**config.mk**
```make
export PLATFORM = sky130hd
export DESIGN_NAME = msg_write
export DESIGN_NICKNAME = d
export VERILOG_FILES = /design/src/rtl/msg_write.sv
export SDC_FILE = /design/constraint.sdc
export NUM_CORES = 1
export LEC_CHECK = 0
export ABC_AREA = 1
export ABC_CLOCK_PERIOD_IN_PS = 8500
export CAP_MARGIN = 20
export CORE_ASPECT_RATIO = 2
export CORE_MARGIN = 3
export CORE_UTILIZATION = 45
export CTS_BUF_LIST = sky130_fd_sc_hd__clkbuf_4
export DETAILED_ROUTE_END_ITERATION = 7
export DONT_BUFFER_PORTS = 1
export GPL_TIMING_DRIVEN = 0
export PLACE_DENSITY = 0.59
export SYNTH_ARGS = -nofsm -noshare
export SYNTH_HDL_FRONTEND = slang
export SYNTH_SLANG_ARGS = --single-unit
```
**constraint.sdc**
```tcl
create_clock -name OPB_CLK -period 8.5 [get_ports OPB_CLK]
set_clock_uncertainty 0.2 [all_clocks]
set_input_delay 2.55 -clock OPB_CLK [delete_from_list [all_inputs] [get_ports OPB_CLK]]
set_output_delay 2.55 -clock OPB_CLK [all_outputs]
set_load 0.05 [all_outputs]
```
**src/rtl/msg_write.sv**
```systemverilog
// Builds a 10-byte reply frame (header, address, read data, inverted header) from one OPB read
// and streams it into the UART TX FIFO. A read that never gets RDACK yields an error frame.
module msg_write #(
    parameter logic [7:0]  RSP_HEADER  = 8'h5C,
    parameter logic [7:0]  ERR_HEADER  = 8'h5E,
    parameter logic [15:0] ACK_TIMEOUT = 16'd1000
) (
    input  logic        OPB_CLK,
    input  logic        OPB_RST,
    input  logic        OPB_RE,
    input  logic [31:0] OPB_ADDR,
    input  logic        OPB_RDACK,
    input  logic [31:0] OPB_DI,
    output logic        TX_FIFO_WR,
    output logic [7:0]  TX_FIFO_DATA,
    input  logic        TX_FIFO_FULL,
    output logic        BUSY,
    output logic        error_flag
);

    typedef enum logic [2:0] {IDLE, WAIT_ACK, SEND, DONE, ERROR} state_t;

    state_t      state;
    logic [31:0] addr_q;
    logic [31:0] data_q;
    logic [7:0]  hdr_q;
    logic [3:0]  byte_cnt;
    logic [15:0] wait_cnt;
    logic [7:0]  frame_byte;
    logic        send;

    always_comb begin
        frame_byte = 8'h00;
        case (byte_cnt)
            4'd0:    frame_byte = hdr_q;
            4'd1:    frame_byte = addr_q[31:24];
            4'd2:    frame_byte = addr_q[23:16];
            4'd3:    frame_byte = addr_q[15:8];
            4'd4:    frame_byte = addr_q[7:0];
            4'd5:    frame_byte = data_q[31:24];
            4'd6:    frame_byte = data_q[23:16];
            4'd7:    frame_byte = data_q[15:8];
            4'd8:    frame_byte = data_q[7:0];
            4'd9:    frame_byte = ~hdr_q;
            default: frame_byte = 8'h00;
        endcase
    end

    assign send         = (state == SEND);
    assign TX_FIFO_WR   = send && !TX_FIFO_FULL;
    assign TX_FIFO_DATA = send ? frame_byte : 8'h00;
    assign BUSY         = (state != IDLE);

    always_ff @(posedge OPB_CLK or posedge OPB_RST) begin
        if (OPB_RST) begin
            state      <= IDLE;
            addr_q     <= 32'h0;
            data_q     <= 32'h0;
            hdr_q      <= 8'h00;
            byte_cnt   <= 4'd0;
            wait_cnt   <= 16'd0;
            error_flag <= 1'b0;
        end else begin
            // A read strobe arriving while a frame is in flight is dropped and flagged.
            error_flag <= (state != IDLE) && OPB_RE;
            case (state)
                IDLE: begin
                    if (OPB_RE) begin
                        addr_q   <= OPB_ADDR;
                        wait_cnt <= 16'd0;
                        if (OPB_RDACK) begin
                            data_q <= OPB_DI;
                            hdr_q  <= RSP_HEADER;
                            state  <= SEND;
                        end else begin
                            state <= WAIT_ACK;
                        end
                    end
                end
                WAIT_ACK: begin
                    wait_cnt <= wait_cnt + 16'd1;
                    // RDACK wins over a timeout landing in the same cycle.
                    if (OPB_RDACK) begin
                        data_q <= OPB_DI;
                        hdr_q  <= RSP_HEADER;
                        state  <= SEND;
                    end else if (wait_cnt + 16'd1 >= ACK_TIMEOUT) begin
                        data_q     <= 32'h0;
                        hdr_q      <= ERR_HEADER;
                        error_flag <= 1'b1;
                        state      <= ERROR;
                    end
                end
                SEND: begin
                    if (TX_FIFO_WR) begin
                        byte_cnt <= byte_cnt + 4'd1;
                        if (byte_cnt == 4'd9) begin
                            state <= DONE;
                        end
                    end
                end
                DONE: begin
                    byte_cnt <= 4'd0;
                    state    <= IDLE;
                end
                ERROR: begin
                    state <= SEND;
                end
                default: begin
                    state <= IDLE;
                end
            endcase
        end
    end

endmodule
```
==> impl_metrics.py <==
metrics = {
    "outcome": {
        "outcome": "complete, no violations",
    },
    "clock_tree": {
        "htree_levels": 3,
        "cts_resized": 0,
        "cts.sinks": 90,
        "root_buffer": "clkbuf_4",
        "clk_pin_slew_ns": 0.12,
        "cts_made_buffers": 9,
        "postCtsHoldBufs": 0,
        "clockBufferDepth": 2,
        "cts_setup_buffers": 0,
        "cts_tree": "done",
        "insertion_delay_ns": 0.47,
    },
    "sta": {
        "fin_crit_sh_pct": 68.0,
        "fmax_ghz": 0.173,
        "rsz0062_at_grt": "no",
        "fin_ws_ns": 2.72,
        "post-route-min-period_ns": 5.78,
        "tightest_slew_ns": 0.947,
        "hold_viol": 0,
        "tns_ns": 0,
        "setup_violations": 0,
        "slew_violations": 0,
        "hold_ws_ns": 0.292,
        "relSlewSlack_pct": 36.6,
    },
    "routing": {
        "first_iter_violations": 218,
        "drtPass1Iterations": 6,
        "finalWirelength_um": 13600,
        "drc": 0,
        "drtAntennaViolNets": 0,
        "vias": 4292,
        "avgRoutedWirePerCell_um": 16.7,
        "via_per_inst": 5.28,
    },
    "layout": {
        "instances_no_fill": 813,
        "area_growth_pct": 7.97,
        "finalInstanceArea_sq_um": 5270,
        "final_nets": 745,
        "drive_gt1_share_pct": 8.15,
    },
    "placement": {
        "post-dp-hpwl_um": 10800,
        "dpl_cell_area_sq_um": 5120,
        "place_inst": 797,
        "pre_cts_slack_ns": 2.81,
        "gp_congestion": 0.925,
        "portBuffers": 0,
    },
    "global_route": {
        "antenna_found_initial": 1,
        "grt_pass1_wl_um": 21800,
        "grt_pass1_vias": 4268,
        "grt_overflow": 0,
        "grt_max_degree": 57,
        "grt_util_all_layers_pct": 23.5,
    },
    "worst_setup_path": {
        "path_buf_inv": 1,
        "cp-end-kind": "output pin",
        "critPathMaxStageDelay_ns": 0.26,
        "criticalPathCategory": "in -> out",
        "required_ns": 5.75,
        "worst-path-max-fanout": 2,
        "critPathLaunchType": "input port",
        "r2r-start": "wait_cnt[0]",
        "cpLargestDelayFamily": "simple AND/OR/NAND/NOR gates",
        "reg2reg_depth": 12,
        "worstPathCellList": "nor2_1 > buf_6",
        "cp_slowest_cell": "nor2_1",
        "rrSetupSlack_ns": 6.02,
        "r2r_end": "data_q[31]",
        "arrival_ns": 3.03,
    },
    "pwr": {
        "ir_drop_mv": 0.155,
        "leakagePower_nw": 2.70,
        "power.density_nw_per_um2": 339,
    },
    "job": {
        "max_cap_viol_count": 0,
    },
    "logic_synthesis": {
        "synth_edf_count": 0,
        "synthCells": 656,
        "ys_ff_latch": 90,
        "synth_ff_type": "dfrtp_1",
        "avgSynthCellArea_sq_um": 7.45,
        "synth.cell_area_sq_um": 4880,
        "async_flop_share_pct": 100,
        "yosysSeqAreaShare_pct": 46.1,
        "synth_cell_types": 33,
        "ys.warnings.count": 0,
        "syn_nets": 730,
    },
    "hold_path": {
        "min_to": "data_q[14]",
        "hold_depth": 2,
        "hold_class": "reg -> reg",
        "min_from": "data_q[14]",
    },
    "die": {
        "die_x_um": 79.7,
        "dieArea_sq_um": 12200,
        "fp.dieH_um": 153,
        "placementRows": 53,
        "coreArea_sq_um": 10500,
        "pin_count": 80,
        "start_util_pct": 46.3,
    },
}
## worst max-delay path by stage
| stage | cells past startpoint | slack [ns] | startpoint | end |
|---|---|---|---|---|
| floorplan | 1 | 2.43 | TX_FIFO_FULL | TX_FIFO_WR |
| finish | 2 | 2.72 | TX_FIFO_FULL | TX_FIFO_WR |
| detailed placement | 2 | 2.81 | TX_FIFO_FULL | TX_FIFO_WR |
| CTS | 2 | 2.77 | TX_FIFO_FULL | TX_FIFO_WR |
| global route | 2 | 2.73 | TX_FIFO_FULL | TX_FIFO_WR |
| global placement | 1 | 2.21 | TX_FIFO_FULL | TX_FIFO_WR |
## worst reg2reg max path: cells and delay by family, from the launching register on
family | cells | cell delay (ns)
AND/OR/NAND/NOR | 9 | 1.14
flip-flops | 1 | 0.43
buffers and inverters | 1 | 0.25
adder cells (fa/ha/maj) | 1 | 0.20
XOR/XNOR | 1 | 0.18
## routing by layer
metal  global-route usage (%)  vias up  routed length [um]
met5                        0        -                   0
met4                     8.44        0                 363
met3                     3.07       24                 341
met2                     44.1       96                7710
met1                     26.0     2044                5160
li1                         -     2128                   -
## kinds of logic after synthesis
kind of cell	Yosys count	share of synthesized area (%)
adders and majority gates	5	1.28
and+or+nand+nor	380	34.5
xor gates and xnor gates	7	1.26
DFF	90	46.1
buffers and inverters	118	9.73
AOI/OAI and AO/OA	56	7.17
## cell usage after synthesis, types with 6 or more instances
| library cell | number | area, sq um |
|---|---|---|
| xor2_1 | 7 | 61.3 |
| a221oi_1 | 6 | 52.6 |
| clkbuf_1 | 10 | 37.5 |
| nor2_2 | 6 | 37.5 |
| buf_1 | 6 | 22.5 |
| nand4_1 | 47 | 294 |
| nand3_1 | 23 | 115 |
| nand2_1 | 222 | 833 |
| inv_1 | 91 | 342 |
| o21ai_0 | 23 | 115 |
| o22ai_1 | 12 | 75.1 |
| nor2_1 | 58 | 218 |
| nand2_2 | 12 | 75.1 |
| dfrtp_1 | 90 | 2250 |
## power breakdown
group          switching (mW)  internal, mW  total (mW)
logic                   0.568         0.237       0.805
clock network           0.145         0.120       0.265
registers               0.123         0.596       0.720
total                   0.835         0.954        1.79
## area by class of cell
class	count	area, sq um
well taps	137	171
clock buffers	10	75.1
plain buffers	24	123
fillers	1075	5270
clock inverters	5	80.1
inverters	94	355
repair buffers	4	57.6
multi-input cells	448	2160
flip-flops and latches	90	2250
diodes	1	2.50
## layout by cell type, fill, tap and decap left out, types with 3 or more instances in the layout
cell type / netlist / final
nand2_1: 222 / 222
inv_1: 91 / 90
dfrtp_1: 90 / 90
nor2_1: 58 / 58
nand4_1: 47 / 47
nand3_1: 23 / 23
o21ai_0: 23 / 23
nand2_2: 12 / 12
o22ai_1: 12 / 12
clkbuf_1: 10 / 10
clkbuf_4: 0 / 10
xor2_1: 7 / 7
nor2_2: 6 / 6
buf_1: 6 / 6
a221oi_1: 6 / 6
nor3_1: 5 / 5
buf_2: 5 / 5
a21oi_1: 5 / 5
ha_1: 5 / 5
buf_6: 2 / 4
nor2_4: 3 / 3
a2111oi_0: 3 / 3
## metrics by stage
step	util (%)	power, mW
after floorplan	-	1.31
after global placement	48.0	1.50
after detailed placement	48.5	1.54
after CTS	50.0	1.80
after global routing	50.0	1.93
final	50.0	1.79
## state kept, by name, indices dropped and copies added (netlist names)
register and count:
state 3, hdr_q 2, byte_cnt 4, wait_cnt 16
error_flag 1, data_q 32, addr_q 32
(Power assumes the default switching activity.)
